### config.mk
export PLATFORM = sky130hd
export DESIGN_NAME = nested_int_ctrl
export DESIGN_NICKNAME = d
export VERILOG_FILES = /design/src/rtl/nested_int_ctrl.sv
export SDC_FILE = /design/constraint.sdc
export NUM_CORES = 1
export LEC_CHECK = 0
export ABC_CLOCK_PERIOD_IN_PS = 3000
export BUFFER_PORTS_ARGS = -buffer_cell sky130_fd_sc_hd__buf_2
export CAP_MARGIN = 5
export CORE_MARGIN = 4
export CORE_UTILIZATION = 49
export DETAILED_ROUTE_END_ITERATION = 8
export PLACE_DENSITY_LB_ADDON = 0.15
export RECOVER_POWER = 100
export SYNTH_ARGS = -nofsm -noshare
export SYNTH_HDL_FRONTEND = slang
export SYNTH_SLANG_ARGS = --single-unit
### constraint.sdc
create_clock -name clk -period 3 [get_ports clk]
set_input_delay 0.6 -clock clk [delete_from_list [all_inputs] [get_ports clk]]
set_output_delay 0.6 -clock clk [all_outputs]
set_load 0.01 [all_outputs]
### src/rtl/nested_int_ctrl.sv
// nested_int_ctrl: fixed-priority interrupt controller with per-source mask, level/edge capture
// and an EPC stack that lets a higher-priority source preempt a running handler.
module nested_int_ctrl #(
  parameter int                 NUM_SRC   = 3,
  parameter int                 EPC_DEPTH = 4,
  parameter logic [NUM_SRC-1:0] EDGE_MASK = {NUM_SRC{1'b0}},
  parameter int                 ID_W      = $clog2(NUM_SRC+1),
  localparam int                DEPTH_W   = $clog2(EPC_DEPTH+1)
) (
  input  logic               clk,
  input  logic               rst_n,
  input  logic               en,
  input  logic [NUM_SRC-1:0] int_src,
  input  logic               ie_w_en,
  input  logic               ie_w_data,
  input  logic               mask_w_en,
  input  logic [NUM_SRC-1:0] mask_w_data,
  input  logic               pend_clr_en,
  input  logic [NUM_SRC-1:0] pend_clr_mask,
  input  logic               int_ack,
  input  logic [31:0]        epc_w_data,
  input  logic               eret,
  output logic               int_req,
  output logic [ID_W-1:0]    int_id,
  output logic [31:0]        epc,
  output logic [NUM_SRC-1:0] pending,
  output logic [NUM_SRC-1:0] in_service,
  output logic [NUM_SRC-1:0] mask,
  output logic               ie,
  output logic [DEPTH_W-1:0] depth,
  output logic               err
);

  logic [NUM_SRC-1:0] edge_q;
  logic [NUM_SRC-1:0] set_vec;
  logic [NUM_SRC-1:0] clr_vec;
  logic [NUM_SRC-1:0] ack_vec;
  logic [NUM_SRC-1:0] eret_vec;
  logic [31:0]        stack_q [EPC_DEPTH];
  logic [ID_W-1:0]    cur_id;
  logic               ack_ok;
  logic               eret_ok;
  logic               proto_err;

  // Later loop iterations overwrite earlier ones, so the highest index wins.
  always_comb begin
    int_id = '0;
    cur_id = '0;
    for (int i = 0; i < NUM_SRC; i++) begin
      if (pending[i] && mask[i]) int_id = ID_W'(i+1);
      if (in_service[i])         cur_id = ID_W'(i+1);
    end
  end

  assign int_req = ie && (int_id != '0) && (int_id > cur_id) &&
                   (depth < DEPTH_W'(EPC_DEPTH));

  always_comb begin
    epc = '0;
    for (int i = 0; i < EPC_DEPTH; i++) begin
      if (depth == DEPTH_W'(i+1)) epc = stack_q[i];
    end
  end

  always_comb begin
    set_vec  = '0;
    ack_vec  = '0;
    eret_vec = '0;
    for (int i = 0; i < NUM_SRC; i++) begin
      set_vec[i]  = EDGE_MASK[i] ? (int_src[i] & ~edge_q[i]) : int_src[i];
      ack_vec[i]  = (int_id == ID_W'(i+1));
      eret_vec[i] = (cur_id == ID_W'(i+1));
    end
  end

  assign ack_ok    = int_ack & ~eret & int_req;
  assign eret_ok   = eret & ~int_ack & (depth != '0);
  assign proto_err = (int_ack & eret) | (int_ack & ~int_req) | (eret & (depth == '0));
  // A new capture is OR-ed in after clearing, so set beats clear on the same bit.
  assign clr_vec   = (pend_clr_en ? pend_clr_mask : '0) | (ack_ok ? ack_vec : '0);

  always_ff @(negedge clk or negedge rst_n) begin
    if (!rst_n) begin
      edge_q     <= '0;
      pending    <= '0;
      in_service <= '0;
      mask       <= '0;
      ie         <= 1'b0;
      depth      <= '0;
      err        <= 1'b0;
      for (int i = 0; i < EPC_DEPTH; i++) stack_q[i] <= '0;
    end else if (en) begin
      edge_q  <= int_src;
      pending <= (pending & ~clr_vec) | set_vec;
      if (mask_w_en) mask <= mask_w_data;
      if (ie_w_en)     ie <= ie_w_data;
      else if (ack_ok) ie <= 1'b0;
      if (proto_err) err <= 1'b1;
      if (ack_ok) begin
        in_service <= in_service | ack_vec;
        depth      <= depth + DEPTH_W'(1);
        for (int i = 0; i < EPC_DEPTH; i++) begin
          if (depth == DEPTH_W'(i)) stack_q[i] <= epc_w_data;
        end
      end else if (eret_ok) begin
        in_service <= in_service & ~eret_vec;
        depth      <= depth - DEPTH_W'(1);
      end
    end
  end

endmodule
==> impl_metrics.env, run 1 <==
export IMPL_path_class="flop to primary output"
export IMPL_max_stage_delay_ns=0.47
export IMPL_synth_nets=578
export IMPL_die_w_um=124.2
export IMPL_grt_start_max_net_pins=55
export IMPL_clkPwrFrac_pct=24.7
export IMPL_dieHeight_um=124.2
export IMPL_peakVddDrop_mv=0.5549
export IMPL_grt_pass1_vias=6104
export IMPL_antenna_cells=0
export IMPL_track_usage_pct=30.00
export IMPL_power_uw=9189
export IMPL_routed_wirelength_mm=22.76
export IMPL_end_kind="primary output"
export IMPL_route_detailed_drc=0
export IMPL_ys_types=42
export IMPL_skew_ns=0.007704
export IMPL_synthesis_area_um2=6621
export IMPL_num_nets_final=777
export IMPL_globalplace_congestion=0.7721
export IMPL_port_buffers=98
export IMPL_min_path_type="flop to flop"
export IMPL_tritoncts="done"
export IMPL_yosysWarnings=0
export IMPL_dp_hpwl_mm=11.33
export IMPL_drive_gt1_share_pct=67.08
export IMPL_layout_commonest_cell="dfrtn_1"
export IMPL_clock_sinks=142
export IMPL_cp_slowest_cell="dfrtn_1"
export IMPL_grt_ovfl_total=0
export IMPL_hold_slack_ns=0.4523
export IMPL_clock_latency_ns=0.40
export IMPL_avgViaCountPerCell=5.946
export IMPL_rsz0062_at_grt="yes"
export IMPL_hold_buffers=0
export IMPL_crit_family="buffers and inverters"
export IMPL_ys_ff_latch=142
export IMPL_fillCellCount=661
export IMPL_final_setup_tns_ns=-64.49
export IMPL_grt_pass1_wl_mm=35.98
export IMPL_synth_yosys_seq_area_share_pct=53.67
export IMPL_crit_path_start_kind="flop"
export IMPL_drt_iter0_markers=389
export IMPL_p_leak_uw=0.005129
export IMPL_drt_pass1_iter_count=4
export IMPL_cts_buffers=17
export IMPL_multi_input_area_um2=4282
export IMPL_path_max_fanout=8
export IMPL_layout_setup_ws_ns=-1.392
export IMPL_power_density_nw_per_um2=834.8
export IMPL_p_sw_share_pct=33.47
export IMPL_hold_viol=0
export IMPL_synth_edff_count=0
export IMPL_cp_required_ns=2.40
export IMPL_syn_to_final_growth_pct=66.23
export IMPL_p_switching_uw=3076
export IMPL_io_pin_count=99
export IMPL_syn_inst=520
export IMPL_finalMaxSlewViolations=0
export IMPL_arrival_ns=3.79
export IMPL_cts_htree_levels=4
export IMPL_antenna_found_initial=0
export IMPL_synth_ff_type="dfrtn_1"
export IMPL_pre_cts_ws_ns=-0.9070
export IMPL_clk_pin_slew_ns=0.04
export IMPL_core_area_um2=13240
export IMPL_pwr_share_comb_pct=44.0
export IMPL_path_cells="inv_2, ha_4, nor3b_4, buf_6, buf_12, a221oi_4, o31ai_2, buf_2"
export IMPL_cts_root_buf="clkbuf_16"
export IMPL_initial_core_util_pct=50.00
export IMPL_async_flop_share_pct=100.0
export IMPL_routed_via_count=5399
export IMPL_setup_viol=177
export IMPL_ff_latch_area_um2=3553
export IMPL_seqPwrFrac_pct=31.3
export IMPL_violations="setup timing"
export IMPL_max_slew_margin_pct=25.52
export IMPL_status="complete, but fails checks"
export IMPL_worst_pin_slew_ns=1.117
export IMPL_final_cell_mix="dfrtn_1 (142), mux2_4 (128), buf_2 (79)"
export IMPL_avgSynthCellArea_um2=12.73
export IMPL_routedWlPerCell_um=25.07
export IMPL_cts_max_path_buffers=2
export IMPL_path_buf_inv=4
export IMPL_maxCapViolations=0
export IMPL_dieArea_um2=15440
export IMPL_ant_nets=0
export IMPL_internal_power_uw=6113
export IMPL_fp_row_count=42
worst reg2reg max path, stage by stage, from the launching register on:
cell	delay, ns
dfrtn_1	0.45
nand2_2	0.10
nand3_2	0.07
nand2_2	0.07
inv_2	0.07
ha_4	0.19
and2_4	0.13
a2111o_1	0.40
buf_4	0.16
buf_4	0.20
nor2_4	0.17
buf_6	0.17
buf_12	0.14
mux2_4	0.31
final timing paths:
kind	from	to	slack [ns]	cells after the start
hold reg to reg	err	err	0.45	2
hold / removal	err	err	0.45	2
min in group asynchronous	rst_n	stack_q[54]	1.78	1
setup / recovery	depth[0]	epc[25]	-1.39	8
max in group asynchronous	rst_n	stack_q[13]	0.18	2
setup reg to reg	mask[1]	stack_q[115]	0.20	13
final cells by class:
cell class,count,share of cell area [%]
multi-input cells,332,38.90
flip-flops and latches,142,32.28
repair buffers,216,20.71
clock buffers,21,4.274
well taps,176,2.001
clock inverters,11,1.466
inverters,10,0.3638
layer usage:
metal	vias to the layer above	wire [um]	track usage, %
li1	2326	-	-
met4	0	602	10.77
met2	202	11820	51.81
met5	-	0	0
met1	2825	9145	37.12
met3	46	1199	6.486
state kept, by name, indices dropped and copies added, names as in the netlist:
| name | flops |
|---|---|
| depth | 3 |
| err | 1 |
| ie | 1 |
| in_service | 3 |
| mask | 3 |
| pending | 3 |
| stack_q | 128 |
per-stage QoR:
step / std cells / cell area [um2] / util, %
floorplan: 520 / 7981 / -
global placement: 823 / 8892 / 67.15
detailed placement: 823 / 8892 / 67.15
CTS: 904 / 10960 / 82.75
global route: 908 / 11010 / 83.12
finish: 908 / 11010 / 83.12
synth_stat cells (2+ instances only):
master | count | area share (%)
a221oi_1 | 32 | 4.2
and2_1 | 2 | 0.19
buf_2 | 6 | 0.45
buf_6 | 6 | 1.0
clkbuf_1 | 24 | 1.4
dfrtn_1 | 142 | 54
ha_1 | 8 | 1.5
inv_1 | 10 | 0.57
mux2_1 | 64 | 11
mux2_2 | 67 | 11
nand2_1 | 45 | 2.6
nand2b_1 | 3 | 0.28
nand3_1 | 9 | 0.68
nand4_1 | 3 | 0.28
nor2_2 | 2 | 0.19
nor2_8 | 2 | 0.60
nor2b_1 | 35 | 3.3
nor3_1 | 2 | 0.15
o21ai_0 | 3 | 0.23
o22a_1 | 2 | 0.26
o31ai_1 | 32 | 3.6
kinds of logic (layout without fill, tap and decap cells):
family / after synthesis / count (layout) / share of synthesized area, %
flip-flops: 142 / 142 / 53.67
adder cells (fa/ha/maj): 8 / 8 / 1.512
AND/OR/NAND/NOR: 108 / 110 / 8.825
AO/OA/AOI/OAI: 82 / 82 / 10.02
buffers and inverters: 48 / 258 / 3.571
multiplexers: 131 / 131 / 22.28
XOR/XNOR: 1 / 1 / 0.1323
power by group through the flow:
stage / registers (uW) / logic (uW) / clock network [uW]
after floorplan: 2750 / 2490 / 0
after global placement: 2770 / 3270 / 0
after detailed placement: 2800 / 3340 / 0
after CTS: 2820 / 3870 / 2280
after global routing: 2920 / 4280 / 2400
final: 2870 / 4040 / 2270
timing repair:
| item | 4_1_cts | 5_1_grt |
|---|---|---|
| cloned | 21 | 2 |
| pin swaps | 16 | 12 |
| resized for setup | 168 | 37 |
| setup buffers | 34 | 14 |
| endpoints found under the setup margin | 163 | 177 |
(Power assumes the default switching activity.)
==> run 2, diff against run 1 <==
--- a/config.mk
+++ b/config.mk
@@ -5,7 +5,7 @@
 export SDC_FILE = /design/constraint.sdc
 export NUM_CORES = 1
 export LEC_CHECK = 0
-export ABC_CLOCK_PERIOD_IN_PS = 3000
+export ABC_CLOCK_PERIOD_IN_PS = 4730
 export BUFFER_PORTS_ARGS = -buffer_cell sky130_fd_sc_hd__buf_2
 export CAP_MARGIN = 5
 export CORE_MARGIN = 4
==> constraint.sdc (replaced) <==
create_clock -name clk -period 4.73 [get_ports clk]
set_input_delay 0.946 -clock clk [delete_from_list [all_inputs] [get_ports clk]]
set_output_delay 0.946 -clock clk [all_outputs]
set_load 0.01 [all_outputs]
==> run 2 against run 1 <==
Net effect: the flow still finishes with violations (setup timing); final cell count is 1.1% lower; register-to-register slack better by 1.6 ns; cell area is 12% lower; utilization is 9.8 points lower; worst setup slack better by 0.57 ns; count of clock-buffer cells in the layout is 6 higher; clock skew is 0.0035 ns higher; sequential power is 38% lower; total power is 41% lower; via count is 7.4% lower; critical endpoint is now epc[16].
==> impl_metrics.env, run 2 (same netlist as run 1, synthesis figures left out) <==
export IMPL_path_buf_inv=5
export IMPL_drt_pass1_iter_count=4
export IMPL_drt_iter0_markers=228
export IMPL_core_area_um2=13240
export IMPL_status="complete, but fails checks"
export IMPL_io_pin_count=99
export IMPL_holdPathEnd="stack_q[4]"
export IMPL_instances_no_fill=898
export IMPL_finalMaxSlewViolations=0
export IMPL_dieHeight_um=124.2
export IMPL_end_kind="primary output"
export IMPL_path_cells="buf_6, ha_4, nor3b_4, buf_6, buf_12, buf_4, a221oi_2, o31ai_2, buf_2"
export IMPL_crit_family="buffers and inverters"
export IMPL_globalplace_congestion=0.8204
export IMPL_layout_setup_ws_ns=-0.8215
export IMPL_cts_root_buf="clkbuf_16"
export IMPL_antenna_found_initial=0
export IMPL_worst_pin_slew_ns=1.381
export IMPL_power_uw=5390
export IMPL_drive_gt1_share_pct=53.74
export IMPL_min_path_type="flop to flop"
export IMPL_largest_register_ffs=128
export IMPL_setup_viol=51
export IMPL_cp_slowest_cell="dfrtn_1"
export IMPL_routed_via_count=4998
export IMPL_antenna_cells=0
export IMPL_dp_hpwl_mm=11.27
export IMPL_maxCapViolations=0
export IMPL_cts_max_path_buffers=2
export IMPL_clock_sinks=142
export IMPL_path_max_fanout=7
export IMPL_dieArea_um2=15440
export IMPL_grt_pass1_wl_mm=28.51
export IMPL_route_detailed_drc=0
export IMPL_r2r_start="mask[1]"
export IMPL_die_w_um=124.2
export IMPL_hold_buffers=0
export IMPL_port_buffers=98
export IMPL_skew_ns=0.01121
export IMPL_cp_required_ns=3.78
export IMPL_clk_pin_slew_ns=0.04
export IMPL_max_stage_delay_ns=0.49
export IMPL_avgViaCountPerCell=5.566
export IMPL_p_leak_uw=0.004670
export IMPL_cts_htree_levels=4
export IMPL_path_depth=9
export IMPL_rsz0062_at_grt="yes"
export IMPL_routedWlPerCell_um=19.97
export IMPL_peakVddDrop_mv=0.3511
export IMPL_rrSetupSlack_ns=1.76
export IMPL_crit_path_start_kind="flop"
export IMPL_cts_buffers=17
export IMPL_arrival_ns=4.61
export IMPL_regMostFlops="stack_q"
export IMPL_place_inst=825
export IMPL_grt_start_max_net_pins=55
export IMPL_clock_latency_ns=0.41
export IMPL_ant_nets=0
export IMPL_routed_wirelength_mm=17.93
export IMPL_violations="setup timing"
export IMPL_tritoncts="done"
export IMPL_layout_commonest_cell="dfrtn_1"
export IMPL_r2r_cells=12
export IMPL_final_cell_mix="dfrtn_1 (142), buf_2 (89), mux2_2 (66)"
export IMPL_r2r_end="stack_q[115]"
export IMPL_hold_start="stack_q[4]"
export IMPL_hold_viol=0
export IMPL_hold_depth=1
export IMPL_initial_core_util_pct=50.00
export IMPL_track_usage_pct=23.21
export IMPL_power_density_nw_per_um2=555.2
export IMPL_fp_row_count=42
export IMPL_syn_to_final_growth_pct=46.62
export IMPL_path_class="flop to primary output"
export IMPL_grt_pass1_vias=5506
export IMPL_num_nets_final=767
export IMPL_grt_ovfl_total=0
export IMPL_cpMostUsedCell="buf_6"
export IMPL_max_slew_margin_pct=7.950
==> run 2: per-stage QoR <==
stage          util [%]  hold slack (ns)  area [um2]  setup slack (ns)  TNS, ns
6_report          73.31           0.4347        9708           -0.8215   -24.67
5_1_grt           73.31           0.4543        9708           -0.8846   -30.10
4_1_cts           72.85           0.4357        9647           -0.7394   -22.31
3_5_place_dp      65.76           0.4351        8708           -0.3637   -9.704
3_3_place_gp      65.76           0.4272        8708           -0.3441   -8.514
2_1_floorplan         -           0.4186        7579           -0.3660   -8.640
==> run 2: cell type report <==
cell class | instances | area [um2]
Inverter | 10 | 40.04
Tap cell | 176 | 220.2
Multi-Input combinational cell | 331 | 3725
Clock inverter | 5 | 78.83
Timing Repair Buffer | 207 | 1588
Clock buffer | 27 | 503.0
Fill cell | 874 | 3535
Sequential cell | 142 | 3553
==> run 2: power by group <==
group / total, uW / internal (uW) / leakage [uW] / switching (uW)
registers: 1770 / 1550 / 0.00192 / 215
logic: 2290 / 1210 / 0.00246 / 1080
clock network: 1330 / 831 / 0.000286 / 497
total: 5390 / 3600 / 0.00467 / 1790
==> run 2: how the worst max path moves through the flow <==
stage | start | endpoint | slack [ns]
finish | depth[0] | epc[16] | -0.82
global route | depth[0] | epc[3] | -0.88
CTS | depth[0] | epc[29] | -0.74
detailed placement | depth[1] | epc[0] | -0.36
global placement | depth[1] | epc[0] | -0.34
floorplan | mask[2] | int_req | -0.37
==> run 2: worst reg2reg max path, stage by stage (launching register included) <==
cell	delay, ns
dfrtn_1	0.44
nand2_2	0.10
nand3_2	0.07
nand2_2	0.06
inv_2	0.07
ha_4	0.18
and2_4	0.14
a2111o_1	0.40
buf_4	0.15
buf_4	0.16
nor2_1	0.15
buf_2	0.46
mux2_2	0.41
==> run 2: what timing repair did <==
action,4_1_cts,5_1_grt
setup buffers,15,25
gates resized for setup,39,28
endpoints found under the setup margin,33,34
pin swaps,12,15
cloned,4,1
==> run 2: metal layers <==
layer | up-vias | global-route usage (%) | share of wire (%)
met5 | - | 0 | 0
met4 | 0 | 7.995 | 1.8
met3 | 28 | 5.455 | 3.6
met2 | 111 | 39.41 | 52
met1 | 2581 | 29.17 | 43
li1 | 2278 | - | -
==> run 3, diff against run 2 <==
--- a/config.mk
+++ b/config.mk
@@ -5,7 +5,7 @@
 export SDC_FILE = /design/constraint.sdc
 export NUM_CORES = 1
 export LEC_CHECK = 0
-export ABC_CLOCK_PERIOD_IN_PS = 4730
+export ABC_CLOCK_PERIOD_IN_PS = 5500
 export BUFFER_PORTS_ARGS = -buffer_cell sky130_fd_sc_hd__buf_2
 export CAP_MARGIN = 5
 export CORE_MARGIN = 4
==> constraint.sdc (replaced) <==
create_clock -name clk -period 5.5 [get_ports clk]
set_input_delay 1.1 -clock clk [delete_from_list [all_inputs] [get_ports clk]]
set_output_delay 1.1 -clock clk [all_outputs]
set_load 0.01 [all_outputs]
==> run 3 against run 2 <==
Net effect: the flow still finishes with violations (setup timing); combinational power shrank 18%; sequential share of layout area grew 1.2 points; non-clock buffer count shrank 43; first-iteration DRC count shrank 8.3%; die area is the same; critical path type unchanged.
==> impl_metrics.env, run 3 (same netlist as run 1, synthesis figures left out) <==
export IMPL_dr_wl_met2_mm=8.393
export IMPL_hold_buffers=0
export IMPL_hold_viol=0
export IMPL_max_slew_margin_pct=6.241
export IMPL_rrSetupSlack_ns=2.62
export IMPL_hold_start="err"
export IMPL_r2r_start="mask[1]"
export IMPL_power_density_nw_per_um2=496.4
export IMPL_worst_pin_slew_ns=1.406
export IMPL_wl_met3_um=796
export IMPL_drt_pass1_iter_count=4
export IMPL_dieArea_um2=15440
export IMPL_fillCellCount=937
export IMPL_dp_hpwl_mm=10.78
export IMPL_dieHeight_um=124.2
export IMPL_met1_length_mm=7.681
export IMPL_instances_no_fill=854
export IMPL_multi_input_area_um2=3727
export IMPL_cts_root_buf="clkbuf_16"
export IMPL_r2r_cells=11
export IMPL_violations="setup timing"
export IMPL_regMostFlops="stack_q"
export IMPL_clk_pin_slew_ns=0.04
export IMPL_antenna_found_initial=1
export IMPL_layout_setup_ws_ns=-0.5202
export IMPL_grt_start_max_net_pins=56
export IMPL_final_setup_tns_ns=-15.33
export IMPL_port_buffers=98
export IMPL_cp_required_ns=4.40
export IMPL_initial_core_util_pct=50.00
export IMPL_routedWlPerCell_um=20.03
export IMPL_cp_slowest_cell="dfrtn_1"
export IMPL_grt_ovfl_total=0
export IMPL_ant_nets=0
export IMPL_max_stage_delay_ns=0.46
export IMPL_crit_path_start_kind="flop"
export IMPL_ff_latch_area_um2=3553
export IMPL_r2r_end="stack_q[117]"
export IMPL_cts_buffers=17
export IMPL_cts_htree_levels=4
export IMPL_grt_pass1_wl_mm=28.70
export IMPL_status="complete, but fails checks"
export IMPL_routed_via_count=4862
export IMPL_arrival_ns=4.92
export IMPL_finalMaxSlewViolations=0
export IMPL_path_max_fanout=18
export IMPL_path_cells="buf_6, buf_6, ha_4, ha_4, buf_12, a221oi_2, o31ai_2, buf_4"
export IMPL_min_path_type="flop to flop"
export IMPL_rsz0062_at_grt="yes"
export IMPL_drive_gt1_share_pct=49.41
export IMPL_final_cell_mix="dfrtn_1 (142), buf_2 (85), mux2_2 (66)"
export IMPL_num_nets_final=724
export IMPL_p_leak_uw=0.004432
export IMPL_path_class="flop to primary output"
export IMPL_avgViaCountPerCell=5.693
export IMPL_track_usage_pct=23.12
export IMPL_fp_row_count=42
export IMPL_skew_ns=0.008650
export IMPL_place_inst=804
export IMPL_syn_to_final_growth_pct=41.80
export IMPL_routed_wirelength_mm=17.11
export IMPL_die_w_um=124.2
export IMPL_cts_max_path_buffers=2
export IMPL_end_kind="primary output"
export IMPL_antenna_cells=0
export IMPL_clock_latency_ns=0.40
export IMPL_peakVddDrop_mv=0.2088
export IMPL_grt_pass1_vias=5330
export IMPL_clock_sinks=142
export IMPL_globalplace_congestion=0.7721
export IMPL_route_detailed_drc=0
export IMPL_holdPathEnd="err"
export IMPL_layout_commonest_cell="dfrtn_1"
export IMPL_hold_depth=2
export IMPL_tritoncts="done"
export IMPL_core_area_um2=13240
export IMPL_highest_layer="met5"
export IMPL_drt_iter0_markers=209
export IMPL_io_pin_count=99
export IMPL_setup_viol=33
export IMPL_largest_register_ffs=128
export IMPL_maxCapViolations=0
-- run 3: changes by cell type in the layout (fill, tap and decap cells not counted), moves of 3 or more --
| cell | before | now |
|---|---|---|
| nand2_1 | 36 | 42 |
| a221oi_4 | 23 | 26 |
| buf_6 | 17 | 8 |
| nand2_2 | 8 | 3 |
| a221oi_2 | 9 | 6 |
| bufinv_16 | 2 | 5 |
| clkbuf_1 | 22 | 19 |
| buf_4 | 50 | 25 |
| buf_2 | 89 | 85 |
| nor2b_2 | 14 | 10 |
-- run 3: area by class of cell --
class | count | area share [%]
tap | 176 | 2.345
sequential | 142 | 37.85
clock inverter | 10 | 1.972
inverter | 10 | 0.4264
multi-input combinational | 331 | 39.70
clock buffer | 21 | 4.904
timing repair buffer | 164 | 12.81
-- run 3: worst max-delay path: cells and delay by family, from the launching register on --
kind | cells | cell delay [ns]
DFF | 1 | 0.46
AOI/OAI and AO/OA | 2 | 0.32
buffers and inverters | 4 | 0.62
adders and majority gates | 2 | 0.38
-- run 3: routing by layer --
metal	GRT usage (%)	vias up
met1	31.03	2507
met2	37.31	111
met5	0	-
met3	5.541	21
li1	-	2221
met4	7.221	2
-- run 3: how the worst max path moves through the flow --
| stage | start | slack, ns | endpoint |
|---|---|---|---|
| 5_1_grt | depth[0] | -0.59 | epc[6] |
| 3_5_place_dp | depth[0] | -0.19 | epc[19] |
| 6_report | depth[1] | -0.52 | epc[30] |
| 3_3_place_gp | depth[0] | -0.12 | epc[19] |
| 4_1_cts | depth[0] | -0.50 | epc[2] |
| 2_1_floorplan | mask[2] | -0.13 | int_req |
-- run 3: power breakdown --
part / leakage (uW) / switching (uW) / internal, uW
Combinational: 0.00220 / 908 / 975
Clock: 0.000314 / 437 / 827
Sequential: 0.00192 / 178 / 1340
-- run 3: per-stage QoR --
stage	total power [uW]	setup WS [ns]	instance area [um2]	util (%)	hold slack [ns]
after floorplan	2517	-0.1350	7227	-	0.4186
after global placement	2959	-0.1215	8245	62.26	0.4125
after detailed placement	3013	-0.1866	8245	62.26	0.4160
after CTS	4651	-0.5025	9542	72.05	0.4304
after global routing	4898	-0.5950	9389	70.90	0.4493
final	4661	-0.5202	9389	70.90	0.4293
-- run 3: repair_timing --
action	CTS	global route
gates cloned	5	0
pin swaps	26	20
resized for setup	78	14
setup buffers	11	3
endpoints found under the setup margin	33	33
